[src/rtl/dmem_arbiter_if.sv]
// Purpose: bundles the two requester ports, the data-memory port and busy of dmem_arbiter.
// Latency: none, wires only.
// Backpressure: requesters hold req until ack; the arbiter side is the slave modport.
// Ports: req/we/addr/wdata 0/1 in, ack/err/rdata 0/1 out, mem_a/mem_wd/mem_we out,
//        mem_rd in (combinational memory read data), busy out.
interface dmem_arbiter_if;
    logic        req0;
    logic        req1;
    logic        we0;
    logic        we1;
    logic [31:0] addr0;
    logic [31:0] addr1;
    logic [31:0] wdata0;
    logic [31:0] wdata1;
    logic        ack0;
    logic        ack1;
    logic        err0;
    logic        err1;
    logic [31:0] rdata0;
    logic [31:0] rdata1;
    logic [31:0] mem_a;
    logic [31:0] mem_wd;
    logic        mem_we;
    logic [31:0] mem_rd;
    logic        busy;

    modport slave (
        input  req0, req1, we0, we1, addr0, addr1, wdata0, wdata1, mem_rd,
        output ack0, ack1, err0, err1, rdata0, rdata1, mem_a, mem_wd, mem_we, busy
    );

    modport master (
        output req0, req1, we0, we1, addr0, addr1, wdata0, wdata1, mem_rd,
        input  ack0, ack1, err0, err1, rdata0, rdata1, mem_a, mem_wd, mem_we, busy
    );
endinterface

[src/rtl/dmem_arbiter.sv]
// Purpose: two-port round-robin arbiter in front of a 32-word data memory.
// Latency: IDLE -> ACCESS -> RESP, ack in the second cycle after the sampling edge; 1 access / 3 cycles.
// Backpressure: requests are held until ack; only sampled in IDLE, loser keeps waiting.
// Ports: clk, rst (sync active-high), bus (dmem_arbiter_if.slave): requester ports 0/1,
//        memory port mem_a/mem_wd/mem_we/mem_rd, busy.
module dmem_arbiter (
    input  logic           clk,
    input  logic           rst,
    dmem_arbiter_if.slave  bus
);

    typedef enum logic [1:0] {IDLE, ACCESS, RESP} state_t;

    state_t      state;
    state_t      state_nxt;

    logic        last_grant;   // port granted most recently
    logic        win;          // owner of the transaction in flight
    logic        lat_we;
    logic [31:0] lat_addr;
    logic [31:0] lat_wdata;
    logic [31:0] rdata_q;

    logic        grant_any;
    logic        grant_sel;
    logic        in_range;

    assign grant_any = bus.req0 | bus.req1;
    // On a tie the port that did not win last time gets it; otherwise the lone requester.
    assign grant_sel = (bus.req0 && bus.req1) ? ~last_grant : bus.req1;
    assign in_range  = (lat_addr < 32'd32);

    always_ff @(posedge clk) begin
        if (rst) begin
            state <= IDLE;
        end else begin
            state <= state_nxt;
        end
    end

    always_ff @(posedge clk) begin
        if (rst) begin
            last_grant <= 1'b1;
            win        <= 1'b0;
            lat_we     <= 1'b0;
            lat_addr   <= 32'd0;
            lat_wdata  <= 32'd0;
            rdata_q    <= 32'd0;
        end else begin
            if (state == IDLE && grant_any) begin
                win        <= grant_sel;
                last_grant <= grant_sel;
                lat_we     <= grant_sel ? bus.we1    : bus.we0;
                lat_addr   <= grant_sel ? bus.addr1  : bus.addr0;
                lat_wdata  <= grant_sel ? bus.wdata1 : bus.wdata0;
            end
            // Writes and suppressed accesses report zero read data.
            if (state == ACCESS) begin
                rdata_q <= (in_range && !lat_we) ? bus.mem_rd : 32'd0;
            end
        end
    end

    always_comb begin
        state_nxt  = state;
        bus.mem_a  = 32'd0;
        bus.mem_wd = 32'd0;
        bus.mem_we = 1'b0;
        bus.ack0   = 1'b0;
        bus.ack1   = 1'b0;
        bus.err0   = 1'b0;
        bus.err1   = 1'b0;
        bus.rdata0 = 32'd0;
        bus.rdata1 = 32'd0;
        bus.busy   = (state != IDLE);
        case (state)
            IDLE: begin
                if (grant_any) begin
                    state_nxt = ACCESS;
                end
            end
            ACCESS: begin
                state_nxt = RESP;
                // Out-of-range addresses leave the memory port completely quiet.
                if (in_range) begin
                    bus.mem_a  = lat_addr;
                    bus.mem_wd = lat_wdata;
                    bus.mem_we = lat_we;
                end
            end
            RESP: begin
                state_nxt = IDLE;
                if (win) begin
                    bus.ack1   = 1'b1;
                    bus.err1   = ~in_range;
                    bus.rdata1 = rdata_q;
                end else begin
                    bus.ack0   = 1'b1;
                    bus.err0   = ~in_range;
                    bus.rdata0 = rdata_q;
                end
            end
            default: begin
                state_nxt = IDLE;
            end
        endcase
    end

endmodule
[src/flat_wrapper.sv]
// flat-port wrapper written by rule: the top's interface ports become plain ports
module dmem_arbiter_flat 
  (clk, rst, bus_req0, bus_req1, bus_we0, bus_we1, bus_addr0, bus_addr1, bus_wdata0, bus_wdata1, bus_mem_rd, bus_ack0, bus_ack1, bus_err0, bus_err1, bus_rdata0, bus_rdata1, bus_mem_a, bus_mem_wd, bus_mem_we, bus_busy);
  dmem_arbiter_if bus_i ();
  input  logic clk;
  input  logic rst;
  input wire logic [$bits(bus_i.req0)-1:0] bus_req0;
  input wire logic [$bits(bus_i.req1)-1:0] bus_req1;
  input wire logic [$bits(bus_i.we0)-1:0] bus_we0;
  input wire logic [$bits(bus_i.we1)-1:0] bus_we1;
  input wire logic [$bits(bus_i.addr0)-1:0] bus_addr0;
  input wire logic [$bits(bus_i.addr1)-1:0] bus_addr1;
  input wire logic [$bits(bus_i.wdata0)-1:0] bus_wdata0;
  input wire logic [$bits(bus_i.wdata1)-1:0] bus_wdata1;
  input wire logic [$bits(bus_i.mem_rd)-1:0] bus_mem_rd;
  output wire logic [$bits(bus_i.ack0)-1:0] bus_ack0;
  output wire logic [$bits(bus_i.ack1)-1:0] bus_ack1;
  output wire logic [$bits(bus_i.err0)-1:0] bus_err0;
  output wire logic [$bits(bus_i.err1)-1:0] bus_err1;
  output wire logic [$bits(bus_i.rdata0)-1:0] bus_rdata0;
  output wire logic [$bits(bus_i.rdata1)-1:0] bus_rdata1;
  output wire logic [$bits(bus_i.mem_a)-1:0] bus_mem_a;
  output wire logic [$bits(bus_i.mem_wd)-1:0] bus_mem_wd;
  output wire logic [$bits(bus_i.mem_we)-1:0] bus_mem_we;
  output wire logic [$bits(bus_i.busy)-1:0] bus_busy;
  assign bus_i.req0 = bus_req0;
  assign bus_i.req1 = bus_req1;
  assign bus_i.we0 = bus_we0;
  assign bus_i.we1 = bus_we1;
  assign bus_i.addr0 = bus_addr0;
  assign bus_i.addr1 = bus_addr1;
  assign bus_i.wdata0 = bus_wdata0;
  assign bus_i.wdata1 = bus_wdata1;
  assign bus_i.mem_rd = bus_mem_rd;
  assign bus_ack0 = bus_i.ack0;
  assign bus_ack1 = bus_i.ack1;
  assign bus_err0 = bus_i.err0;
  assign bus_err1 = bus_i.err1;
  assign bus_rdata0 = bus_i.rdata0;
  assign bus_rdata1 = bus_i.rdata1;
  assign bus_mem_a = bus_i.mem_a;
  assign bus_mem_wd = bus_i.mem_wd;
  assign bus_mem_we = bus_i.mem_we;
  assign bus_busy = bus_i.busy;
  dmem_arbiter u_core (.clk(clk), .rst(rst), .bus(bus_i));
endmodule
[config.mk]
export PLATFORM = sky130hd
export DESIGN_NAME = dmem_arbiter_flat
export DESIGN_NICKNAME = d
export VERILOG_FILES = /design/src/rtl/dmem_arbiter_if.sv /design/src/rtl/dmem_arbiter.sv /design/src/flat_wrapper.sv
export SDC_FILE = /design/constraint.sdc
export NUM_CORES = 1
export LEC_CHECK = 0
export BUFFER_PORTS_ARGS = -buffer_cell sky130_fd_sc_hd__buf_2
export CAP_MARGIN = 10
export CORE_AREA = 3 3 115 117
export CTS_BUF_LIST = sky130_fd_sc_hd__clkbuf_16
export DETAILED_ROUTE_END_ITERATION = 10
export DIE_AREA = 0 0 118 120
export GPL_TIMING_DRIVEN = 0
export PLACE_DENSITY_LB_ADDON = 0.15
export SLEW_MARGIN = 40
export SYNTH_ARGS = -nofsm -noshare
export SYNTH_HDL_FRONTEND = slang
export SYNTH_SLANG_ARGS = --single-unit
[constraint.sdc]
create_clock -name clk -period 1.7 [get_ports clk]
set_input_delay 0.085 -clock clk [delete_from_list [all_inputs] [get_ports clk]]
set_output_delay 0.085 -clock clk [all_outputs]
set_load 0.1 [all_outputs]
## Word level (Yosys, flattened, before mapping)

Cells that the tools add are included.

| storage, ports and cells | value |
|---|---|
| register bits | 101 |
| input port bits | 166 |
| output and inout bits | 134 |

| operators by class | value |
|---|---|
| $lt $le $gt $ge | 1 |
| equality and inequality tests | 3 |
| muxes and demuxes | 25 |
| bitwise gates (word level) | 3 |
| reductions and logical operators | 6 |

Operators with widths:

| operator | number |
|---|---|
| two-way mux 32 bit | 11 |
| less-than comparator 32 x 6 -> 1 bit, second input constant | 1 |
| two-way mux 1 bit | 12 |
| one-hot mux 2 bit (2 select lines) | 1 |
| logical AND 1 bit | 3 |
| == test 2 x 1 -> 1 bit, second input constant | 1 |
| == test 2 bit, second input constant | 1 |
| logical NOT 2 bit | 1 |
| two-way mux 2 bit | 1 |
| inequality test 2 x 1 -> 1 bit, second input constant | 1 |
| NOT 1 bit | 2 |
| nonzero test 2 bit | 1 |
| logical NOT 1 bit | 1 |
| OR 1 bit | 1 |

## Depth between registers and ports, before layout

Gate-level depths: netlist of run 1.

| depth | value |
|---|---|
| word-level depth | 4 |
| gate-level depth with buffers | 7 |
| mapped depth without buffers | 4 |

## Least setup slack after synthesis of run 1

No wires, ideal clock.

| timing path | value |
|---|---|
| path kind | register -> output |
| start point | register u_core.state[1] |
| end point | output bus_rdata0[22] |
| arrival time | 2.651 ns |
| setup slack | -1.036 ns |
| stages on the path, launching flop included | 4 |
| path buffers | 1 |
| cell sequence | dfxtp_1 > nor3b_1 > clkbuf_1 > and2_1 |

| on the way | value |
|---|---|
| longest elaborated chain between the ends | 2 |

Ends and longest elaborated chain:

| item | line | text |
|---|---|---|
| start: declaration | dmem_arbiter.sv:14 | `state_t state;` |
| start signal: assignment | dmem_arbiter.sv:37 | `state <= state_nxt;` |
| == test 2 bit | dmem_arbiter.sv:76 | `case (state)` |
| two-way mux 32 bit | dmem_arbiter.sv:76 |  |
| end: declaration | flat_wrapper.sv:20 | `output wire logic [$bits(bus_i.rdata0)-1:0] bus_rdata0;` |

Every way passes these cells.

## Worst setup path in the final report of run 1

| timing path | value |
|---|---|
| start point | register u_core.lat_addr[13] |
| end point | output bus_mem_wd[23] |

| on the way | value |
|---|---|
| longest elaborated chain between the ends | 3 |

Ends and longest elaborated chain:

| item | line | text |
|---|---|---|
| start: declaration | dmem_arbiter.sv:20 | `logic [31:0] lat_addr;` |
| start signal: assignment | dmem_arbiter.sv:54 | `lat_addr <= grant_sel ? bus.addr1 : bus.addr0;` |
| less-than comparator 32 x 6 -> 1 bit | dmem_arbiter.sv:31 | `assign in_range = (lat_addr < 32'd32);` |
| two-way mux 32 bit | dmem_arbiter.sv:85 | `if (in_range) begin` |
| two-way mux 32 bit | dmem_arbiter.sv:76 |  |
| end: declaration | flat_wrapper.sv:23 | `output wire logic [$bits(bus_i.mem_wd)-1:0] bus_mem_wd;` |

Every way passes these cells.

==> results of run 1 <==
-- placed cells by master, fill, tap and decap left out, types with 3 or more instances in the layout --
master,instances
nand4_1,32
a211oi_1,62
clkbuf_16,13
buf_6,17
buf_2,173
nor4_2,3
clkbuf_1,17
mux2i_1,65
a21oi_2,4
a21oi_1,29
dfxtp_1,96
nand2_1,32
buf_4,50
buf_12,89
and2_2,18
dfxtp_2,4
conb_1,27
a211oi_2,3
buf_8,19
dlygate4sd3_1,19
nor2_1,70
clkbuf_2,4
and2_4,83
-- sequential cells by signal, summed over array words and instances, names as in the netlist --
register	cells
u_core.win	1
u_core.rdata_q	32
u_core.lat_wdata	32
u_core.state	2
u_core.lat_we	1
u_core.lat_addr	32
u_core.last_grant	1
-- critical path: stages (launching register included) --
cell and delay, ns:
dfxtp_2 0.34, nor4_4 0.28, and4_1 0.25, buf_6 0.11, and3_4 0.20, buf_8 0.13
buf_8 0.13, and2_4 0.15, buf_12 0.16
-- logic make-up (layout without fill, tap and decap cells) --
kind of cell | count (synthesis) | in the layout | share of synthesized area
AO/OA/AOI/OAI | 103 | 103 | 0.132
AND/OR/NAND/NOR | 255 | 255 | 0.259
flip-flops | 101 | 101 | 0.387
multiplexers | 65 | 65 | 0.125
buffers and inverters | 87 | 413 | 0.0965
other | 1 | 27 | 0.000718
-- layer usage --
metal  share of wire  global-route usage  wire length, µm
met1            0.37               0.280             7820
met2            0.53               0.462            11000
met3           0.068              0.0448             1410
met4           0.030              0.0908              622
met5         0.00062                   0               13
-- how the worst max path moves through the flow --
stage                                    from        endpoint  cells after the start
final                     u_core.lat_addr[13]  bus_mem_wd[23]                      8
after floorplan               u_core.state[1]  bus_rdata0[22]                      3
after CTS                 u_core.lat_addr[16]  bus_mem_wd[14]                      9
after global placement        u_core.state[1]   bus_rdata0[9]                      4
after global routing      u_core.lat_addr[13]  bus_mem_wd[25]                      8
after detailed placement  u_core.lat_addr[13]  bus_mem_wd[14]                      8
-- power groups by stage --
stage               clock [mW]  sequential, mW  combinational (mW)
floorplan                    0            2.68               0.980
global placement             0            2.70                1.34
detailed placement           0            2.71                1.35
CTS                       2.06            2.67                1.42
global route              2.16            2.70                1.66
finish                    2.06            2.68                1.54
-- cell type report --
cell class,instances,share of cell area
sequential,101,0.212
timing repair buffer,314,0.347
tap,172,0.0225
clock buffer,9,0.0235
clock inverter,7,0.00666
buffer,82,0.0602
multi-input combinational,450,0.328
inverter,1,0.000392
-- per-stage QoR --
stage / hold WS, ns / setup slack [ns]
6_report: 0.00668 / -0.480
5_1_grt: 0.0268 / -0.556
4_1_cts: 0.00279 / -0.546
3_5_place_dp: 0.350 / -0.540
3_3_place_gp: 0.346 / -0.613
2_1_floorplan: 0.239 / -0.0916
-- timing repair --
action | in CTS | in global routing
hold buffers | 19 | 0
gates resized for setup | 395 | 137
setup buffers | 12 | 7
endpoints found under the hold margin | 19 | 0
cloned | 2 | 5
setup endpoints to repair | 145 | 193
pin swaps | 17 | 25
==> results.md, run 1 <==
* Outcome: finished with violations
* Failing checks: setup timing
* Final instance area at 9580 µm²
* Setup TNS at -20.34 ns
* # IOs at 300
* Fill cells at 859
* Final Slew Violations at 0
* Drt first-iter violations at 427
* Synth-to-Final Area Change at 83.4%
* Max clock buf depth at 2
* R2R Setup Slk at -0.12 ns
* Post-synth top area share at 0.387
* Total gr overflow at 0
* Pwr per Cell Area at 657 nW/µm²
* Chip Width at 118 µm
* H-tree Lvls at 3
* Fin util at 0.768
* Critical Path AT at 2.10 ns
* Wire length per cell at 18.4 µm
* Total power at 6.29 mW
* Sequential Power Share at 0.427
* Port bufs at 271
* Register area share after synthesis at 0.387
* Clock latency on the worst-skew pair at 0.35 ns
* Detailed placement HPWL at 12300 µm
* Min cycle time layout at 2.18 ns
* Area of the multi-input gates at 3140 µm²
* Vias in the first global route at 5579
* Required time worst endpoint at 1.62 ns
* Vias post-DR at 5886
* Reg2reg start: u_core.lat_addr[13]
* RD Place Congestion at 0.762
* Initial antenna violation count at 1
* Setup CP Type: reg2out
* Global-route wire length before repair at 28400 µm
* Row Count at 41
* Worst hold endpoint: u_core.rdata_q[4]
* Pin count of the biggest net entering global routing at 17
* Hold Startpoint: bus_mem_rd[4]
* ANT cells at 0
* Top post-synthesis cells by count: and2_1 (103), dfxtp_1 (101), nor2_1 (70)
* Period Utilization, post-route at 1.28
* DR pass1 iterations at 5
* Drt via density at 5.18
* Area after DPL at 7100 µm²
* WHS Path Cells at 3
* CP max FO at 10
* Least-Margin Pin Slew at 0.639 ns
* Core area at 12500 µm²
* RSZ-0062 raised after global routing: true
* WL final at 20900 µm
* Final hold vios at 0
* CTS clk-pin slew, worst paths at 0.07 ns
* DRC violations left at 0
* Endpoints failing setup at 102
* Top cells by area, synth: dfxtp_1 (39%), mux2i_1 (12%), and2_1 (12%)
* Fraction of layout instances using a drive strength above 1 at 0.518
* Root Driver: clkbuf_16
* Most frequent cell after synthesis: and2_1
* Flops & latches, synth at 101
* TritonCTS Sinks at 101
* Worst r2r dst: u_core.rdata_q[7]
* Post-Syn Area at 5220 µm²
* Cells after Synth at 612
* Final non-filler cell total at 1136
* Final worst slack at -0.480 ns
* Fmax at 459 MHz
* Crit. End Element: primary output
* P_sw at 1.99 mW
* Ys async rst share at 0
* CTS tree: yes
* Placed instance count at 1081
* Clock buffer count from CTS at 9
* Warning count from the yosys run at 0
* Register cell area after layout at 2030 µm²
* Die area at 14200 µm²
* All-layer global routing usage at 0.247
* Type of the worst min-delay path: in2reg
* Primary FF master, synth: dfxtp_1
* Peak supply drop at 0.468 mV
* Sw frac at 0.316
* Post-synth EDFFs at 0
* Initial Util at 0.419
* Cell taking the most area after synthesis: dfxtp_1
* # nets final at 1125
* Antenna-violating nets left at 0
* Count of cell types in the netlist at 30
* Max Cap Violations at 0
* Clock skew at 0.00823 ns
* Comb pwr share at 0.246
* Die Y-Extent at 120 µm
* Critical path startpoint category: register
* Worst Reg-to-Reg Cells at 9
* Synthesized area per cell at 8.54 µm²
* Slew HR at 0.574
* Clock share of power at 0.328
* Int Pwr at 4.30 mW
* Leak at 4.21 nW
(Power assumes the default switching activity.)
==> run 2, diff against run 1 <==
--- a/config.mk
+++ b/config.mk
@@ -7,10 +7,10 @@
 export LEC_CHECK = 0
 export BUFFER_PORTS_ARGS = -buffer_cell sky130_fd_sc_hd__buf_2
 export CAP_MARGIN = 10
-export CORE_AREA = 3 3 115 117
+export CORE_MARGIN = 3
+export CORE_UTILIZATION = 40
 export CTS_BUF_LIST = sky130_fd_sc_hd__clkbuf_16
 export DETAILED_ROUTE_END_ITERATION = 10
-export DIE_AREA = 0 0 118 120
 export GPL_TIMING_DRIVEN = 0
 export PLACE_DENSITY_LB_ADDON = 0.15
 export SLEW_MARGIN = 40
==> constraint.sdc (replaced) <==
create_clock -name clk -period 1.8 [get_ports clk]
set_input_delay 0.09 -clock clk [delete_from_list [all_inputs] [get_ports clk]]
set_output_delay 0.09 -clock clk [all_outputs]
set_load 0.1 [all_outputs]
==> results.md, run 2 (synthesized netlist as in run 1, its figures left out) <==
* Clock buffer count from CTS at 9 (unchanged)
* Die Y-Extent at 120 µm (+0.23%)
* Final Slew Violations at 0 (unchanged)
* Die area at 14500 µm² (+2.2%)
* Fraction of layout instances using a drive strength above 1 at 0.491 (-0.0262)
* Final non-filler cell total at 1108 (-2.5%)
* Slew HR at 0.653 (+0.0786)
* DRC violations left at 0 (unchanged)
* Vias post-DR at 5300 (-10%)
* CP Buf/Inv Count at 4 (unchanged)
* Setup CP Type: reg2out
* Initial Util at 0.412 (-0.00679)
* Area after DPL at 7020 µm² (-1.0%)
* Min cycle time layout at 2.20 ns
* Final worst slack at -0.404 ns (+0.0769 ns)
* Reg2reg start: u_core.lat_addr[9]
* CTS clk-pin slew, worst paths at 0.07 ns (about the same)
* Placement Setup Slack at -0.427 ns (+0.112 ns)
* Wire length per cell at 15.5 µm (-16%)
* H-tree Lvls at 3 (unchanged)
* Clock latency on the worst-skew pair at 0.34 ns (about the same)
* Fmax at 454 MHz
* Type of the worst min-delay path: in2reg
* Fin util at 0.684 (-0.0842)
* Detailed placement HPWL at 12200 µm (-0.69%)
* Biggest regs: u_core.lat_addr: 32 flops, u_core.lat_wdata: 32 flops, u_core.rdata_q: 32 flops
* Root Driver: clkbuf_16
* CP max FO at 7 (-3)
* Crit. End Element: primary output
* RSZ-0062 raised after global routing: true
* Hold Startpoint: bus_mem_rd[24]
* Drt via density at 4.78 (-7.7%)
* Worst hold slack at 0.00282 ns (-0.00387 ns)
* TritonCTS Sinks at 101 (unchanged)
* Antenna-violating nets left at 0 (unchanged)
* Slowest-stage cell, CP: dfxtp_2
* Most used cell along the critical path: buf_6
* Setup crit start: u_core.lat_addr[9]
* RD Place Congestion at 0.771 (+1.2%)
* Row Count at 41 (unchanged)
* Chip Width at 120 µm (+1.9%)
* Crit-path leading delay family: simple AND/OR/NAND/NOR gates
* Port bufs at 271 (unchanged)
* All-layer global routing usage at 0.218 (-0.0293)
* Failing checks: setup timing
* Leak at 3.89 nW (-7.5%)
* Commonest non-fill, non-tap cell in the layout: buf_2
* Critical Path AT at 2.11 ns (about the same)
* DR pass1 iterations at 4 (-1)
* Placed instance count at 1081 (unchanged)
* Worst setup path endpoint: bus_mem_wd[25]
* Core area at 12700 µm² (+1.6%)
* Period Utilization, post-route at 1.22
* Peak supply drop at 0.615 mV (+32%)
* Clock skew at 0.0109 ns (+0.00271 ns)
* Pin count of the biggest net entering global routing at 17 (unchanged)
* ANT cells at 0 (unchanged)
* Max Cap Violations at 0 (unchanged)
* # nets final at 1097 (-2.5%)
* Worst r2r dst: u_core.rdata_q[5]
* Most frequent cells in the layout: buf_2 (182), dfxtp_1 (95), nor2_1 (70)
* CTS tree: yes
* Max clock buf depth at 2 (unchanged)
* # IOs at 300 (unchanged)
* Slowest Stage Delay on Critical Path at 0.32 ns (-0.02 ns)
* Required time worst endpoint at 1.71 ns (+0.09 ns)
* R2R Setup Slk at 0.05 ns (+0.17 ns)
* Least-Margin Pin Slew at 0.521 ns (-0.118 ns)
* Endpoints failing setup at 40 (-61%)
* Initial antenna violation count at 1 (unchanged)
* Total power at 5.79 mW (-8.0%)
* Cell breakdown of the critical path: nor4_2 -> and4_1 -> buf_6 -> and3_4 -> buf_8 -> buf_6 -> and2_4 -> buf_12
* Final hold vios at 0 (unchanged)
* Global-route wire length before repair at 25500 µm (-10%)
* Drt first-iter violations at 233 (-45%)
* Worst Reg-to-Reg Cells at 9 (unchanged)
* Critical path startpoint category: register
* Synth-to-Final Area Change at 65.9%
* Setup TNS at -14.03 ns (+6.30 ns)
* Outcome: finished with violations
* WL final at 17100 µm (-18%)
* Final instance area at 8670 µm² (-9.5%)
* Levels on crit path at 8 (unchanged)
* Pwr per Cell Area at 668 nW/µm² (+1.7%)
* Total gr overflow at 0 (unchanged)
* Vias in the first global route at 5004 (-10%)
## run 2: changes by cell type in the layout (fill, tap and decap cells not counted), sizes merged
cell / previous run / this run
buf: 350 / 335
inv: 2 / 3
dlygate4sd3: 19 / 3
clkbuf: 36 / 39
clkinv: 4 / 3
## run 2: area by class of cell
class	count	area, µm²
Fill cell	1070	4000
Inverter	1	3.75
Clock buffer	9	225
Clock inverter	7	66.3
Buffer	85	554
Timing Repair Buffer	283	2520
Sequential cell	101	2030
Tap cell	172	215
Multi-Input combinational cell	450	3050
## run 2: worst reg2reg max path, stage by stage, from the launching register on
cell and delay, ns:
dfxtp_2 0.32, nor4_2 0.26, and4_1 0.28, buf_6 0.12
buf_4 0.09, buf_6 0.10, buf_12 0.10, buf_8 0.12
nand4_1 0.12, a21oi_2 0.18
## run 2: report_power, final
| group | internal, mW | switching (mW) |
|---|---|---|
| Sequential | 2.42 | 0.112 |
| Clock | 1.07 | 0.862 |
| Combinational | 0.504 | 0.820 |
| Total | 3.99 | 1.79 |
## run 2: worst min-delay path by stage
| stage | depth (start not counted) | slack [ns] | end |
|---|---|---|---|
| floorplan | 2 | 0.24 | u_core.rdata_q[0] |
| global placement | 3 | 0.35 | u_core.rdata_q[8] |
| detailed placement | 3 | 0.36 | u_core.rdata_q[28] |
| CTS | 3 | 0.0006 | u_core.rdata_q[11] |
| global route | 3 | 0.01 | u_core.rdata_q[25] |
| finish | 3 | 0.003 | u_core.rdata_q[24] |
## run 2: metal layers
layer,vias to the layer above,routed length (µm),track usage
met5,-,13,0
met4,2,224,0.0538
met3,18,1150,0.0430
met2,193,9060,0.399
met1,2381,6670,0.262
li1,2706,-,-
## run 2: repair_timing
item                                    in CTS  in global routing
gates cloned                                 3                  0
hold buffers                                 3                  0
buffers inserted                             4                  3
hold endpoints to repair                     3                  0
endpoints found under the setup margin     106                137
gates resized for setup                    304                 79
pin swaps                                   26                 24
==> run 3, diff against run 2 <==
--- a/config.mk
+++ b/config.mk
@@ -7,12 +7,13 @@
 export LEC_CHECK = 0
 export BUFFER_PORTS_ARGS = -buffer_cell sky130_fd_sc_hd__buf_2
 export CAP_MARGIN = 10
-export CORE_MARGIN = 3
-export CORE_UTILIZATION = 40
+export CORE_AREA = 3 3 115 117
 export CTS_BUF_LIST = sky130_fd_sc_hd__clkbuf_16
 export DETAILED_ROUTE_END_ITERATION = 10
+export DIE_AREA = 0 0 118 120
 export GPL_TIMING_DRIVEN = 0
 export PLACE_DENSITY_LB_ADDON = 0.15
+export SETUP_SLACK_MARGIN = 0.05
 export SLEW_MARGIN = 40
 export SYNTH_ARGS = -nofsm -noshare
 export SYNTH_HDL_FRONTEND = slang
==> constraint.sdc (replaced) <==
create_clock -name clk -period 2.5 [get_ports clk]
set_input_delay 0.125 -clock clk [delete_from_list [all_inputs] [get_ports clk]]
set_output_delay 0.125 -clock clk [all_outputs]
set_load 0.1 [all_outputs]
==> results.md, run 3 (synthesized netlist as in run 1, its figures left out) <==
* Outcome: finished clean
* Setup CP Type: reg2out
* Wire length per cell at 13.9 µm (-10%)
* Clock buffer count from CTS at 9 (unchanged)
* Cell breakdown of the critical path: nor4_2 -> and4_1 -> buf_6 -> and3_4 -> buf_6 -> buf_6 -> and2_1 -> buf_12
* WL final at 15200 µm (-11%)
* Drt first-iter violations at 199 (-15%)
* Slowest Stage Delay on Critical Path at 0.32 ns (about the same)
* Least-Margin Pin Slew at 0.593 ns (+0.0721 ns)
* Area of the multi-input gates at 2840 µm² (-6.8%)
* All-layer global routing usage at 0.205 (-0.0133)
* Most used cell along the critical path: buf_6
* TritonCTS Sinks at 101 (unchanged)
* H-tree Lvls at 3 (unchanged)
* Clock skew at 0.0128 ns (+0.00187 ns)
* Pwr per Cell Area at 538 nW/µm² (-19%)
* Max Cap Violations at 0 (unchanged)
* Min cycle time layout at 2.34 ns
* Endpoints failing setup at 0 (-100%)
* Slowest-stage cell, CP: dfxtp_1
* Final non-filler cell total at 1097 (-0.99%)
* ANT cells at 0 (unchanged)
* Max clock buf depth at 2 (unchanged)
* DR pass1 iterations at 4 (unchanged)
* Final Slew Violations at 0 (unchanged)
* Detailed placement HPWL at 12100 µm (-0.87%)
* Required time worst endpoint at 2.38 ns (+0.67 ns)
* Reg2reg start: u_core.state[0]
* Total gr overflow at 0 (unchanged)
* Initial Util at 0.419 (+0.00679)
* Vias in the first global route at 4746 (-5.2%)
* Fraction of layout instances using a drive strength above 1 at 0.386 (-0.106)
* Antenna-violating nets left at 0 (unchanged)
* # IOs at 300 (unchanged)
* Setup TNS at 0 ns (+14.03 ns)
* Drt via density at 4.71 (-1.6%)
* Synth-to-Final Area Change at 43.8%
* CTS clk-pin slew, worst paths at 0.08 ns (about the same)
* Final hold vios at 0 (unchanged)
* Die Y-Extent at 120 µm (-0.23%)
* Crit. End Element: primary output
* Period Utilization, post-route at 0.935
* # nets final at 1086 (-1.0%)
* Placed instance count at 1081 (unchanged)
* Die area at 14200 µm² (-2.1%)
* Register cell area after layout at 2020 µm² (-0.37%)
* CP max FO at 10 (+3)
* Initial antenna violation count at 0 (-1)
* Core area at 12500 µm² (-1.6%)
* Chip Width at 118 µm (-1.9%)
* Peak supply drop at 0.397 mV (-35%)
* Global-route wire length before repair at 23800 µm (-6.7%)
* Critical Path AT at 2.21 ns (+0.10 ns)
* Total power at 4.04 mW (-30%)
* Critical path startpoint category: register
* Hold Startpoint: bus_mem_rd[27]
* Slew HR at 0.605 (-0.0481)
* Clock latency on the worst-skew pair at 0.33 ns (about the same)
* R2R Setup Slk at 0.78 ns (+0.73 ns)
* Fmax at 428 MHz
* Most frequent cells in the layout: buf_2 (248), dfxtp_1 (101), and2_1 (100)
* Row Count at 41 (unchanged)
* Root Driver: clkbuf_16
* Port bufs at 271 (unchanged)
* Pin count of the biggest net entering global routing at 19 (+2)
* Biggest regs: u_core.lat_addr: 32 flops, u_core.lat_wdata: 32 flops, u_core.rdata_q: 32 flops
* Cts hold-fix bufs at 0 (-3)
* Type of the worst min-delay path: in2reg
* RSZ-0062 raised after global routing: true
* Fill cells at 1230 (+15%)
* Commonest non-fill, non-tap cell in the layout: buf_2
* DRC violations left at 0 (unchanged)
* CTS tree: yes
* Setup crit start: u_core.lat_addr[13]
* Leak at 3.59 nW (-7.7%)
* Vias post-DR at 5162 (-2.6%)
* RD Place Congestion at 0.802 (+4.0%)
-- run 3: cell count changes in the layout (fill, tap and decap cells not counted), moves of 7 or more --
cell / before / now
buf_2: 182 / 248
buf_4: 43 / 53
and2_2: 36 / 0
clkbuf_1: 21 / 28
buf_6: 52 / 11
buf_8: 12 / 1
and2_4: 42 / 3
and2_1: 25 / 100
buf_12: 45 / 12
-- run 3: area by class of cell --
| class | instances | area share |
|---|---|---|
| Sequential cell | 101 | 0.269 |
| Clock buffer | 9 | 0.0300 |
| Multi-Input combinational cell | 450 | 0.379 |
| Inverter | 1 | 0.000500 |
| Clock inverter | 7 | 0.00733 |
| Buffer | 86 | 0.0680 |
| Timing Repair Buffer | 271 | 0.218 |
| Tap cell | 172 | 0.0287 |
-- run 3: path summary, 6_finish.rpt --
path / endpoint / cells past startpoint
min reg2reg: u_core.rdata_q[13] / 2
max reg2reg: u_core.lat_addr[23] / 5
min: u_core.rdata_q[27] / 3
max: bus_mem_wd[16] / 8
-- run 3: power breakdown --
group | switching, mW | total (mW) | internal (mW)
Sequential | 0.0673 | 1.80 | 1.74
Clock | 0.633 | 1.32 | 0.690
Combinational | 0.576 | 0.910 | 0.333
Total | 1.28 | 4.04 | 2.76
-- run 3: critical path, delay by kind of cell, from the launching register on --
family | cells | cell delay (ns)
simple gates | 4 | 0.94
buf+inv | 4 | 0.63
flops | 1 | 0.32
-- run 3: through the flow --
step | setup slack, ns | cell area [µm²] | hold slack (ns) | util
2_1_floorplan | 0.184 | 5320 | 0.279 | -
3_3_place_gp | 0.149 | 6900 | 0.390 | 0.553
3_5_place_dp | 0.200 | 6900 | 0.392 | 0.554
4_1_cts | 0.0504 | 7320 | 0.0334 | 0.588
5_1_grt | 0.0268 | 7510 | 0.0392 | 0.603
6_report | 0.162 | 7510 | 0.0404 | 0.603
-- run 3: what timing repair did --
action	4_1_cts	5_1_grt
buffers inserted	0	0
pin swaps	0	1
endpoints found under the setup margin	38	34
resized for setup	50	44
-- run 3: layer usage --
layer | wire length [µm] | share of wire | track usage | up-vias
met5 | 0 | 0 | 0 | -
met4 | 85 | 0.0056 | 0.0359 | 0
met3 | 984 | 0.065 | 0.0504 | 6
met2 | 7700 | 0.51 | 0.367 | 169
met1 | 6450 | 0.42 | 0.253 | 2305
li1 | - | - | - | 2682
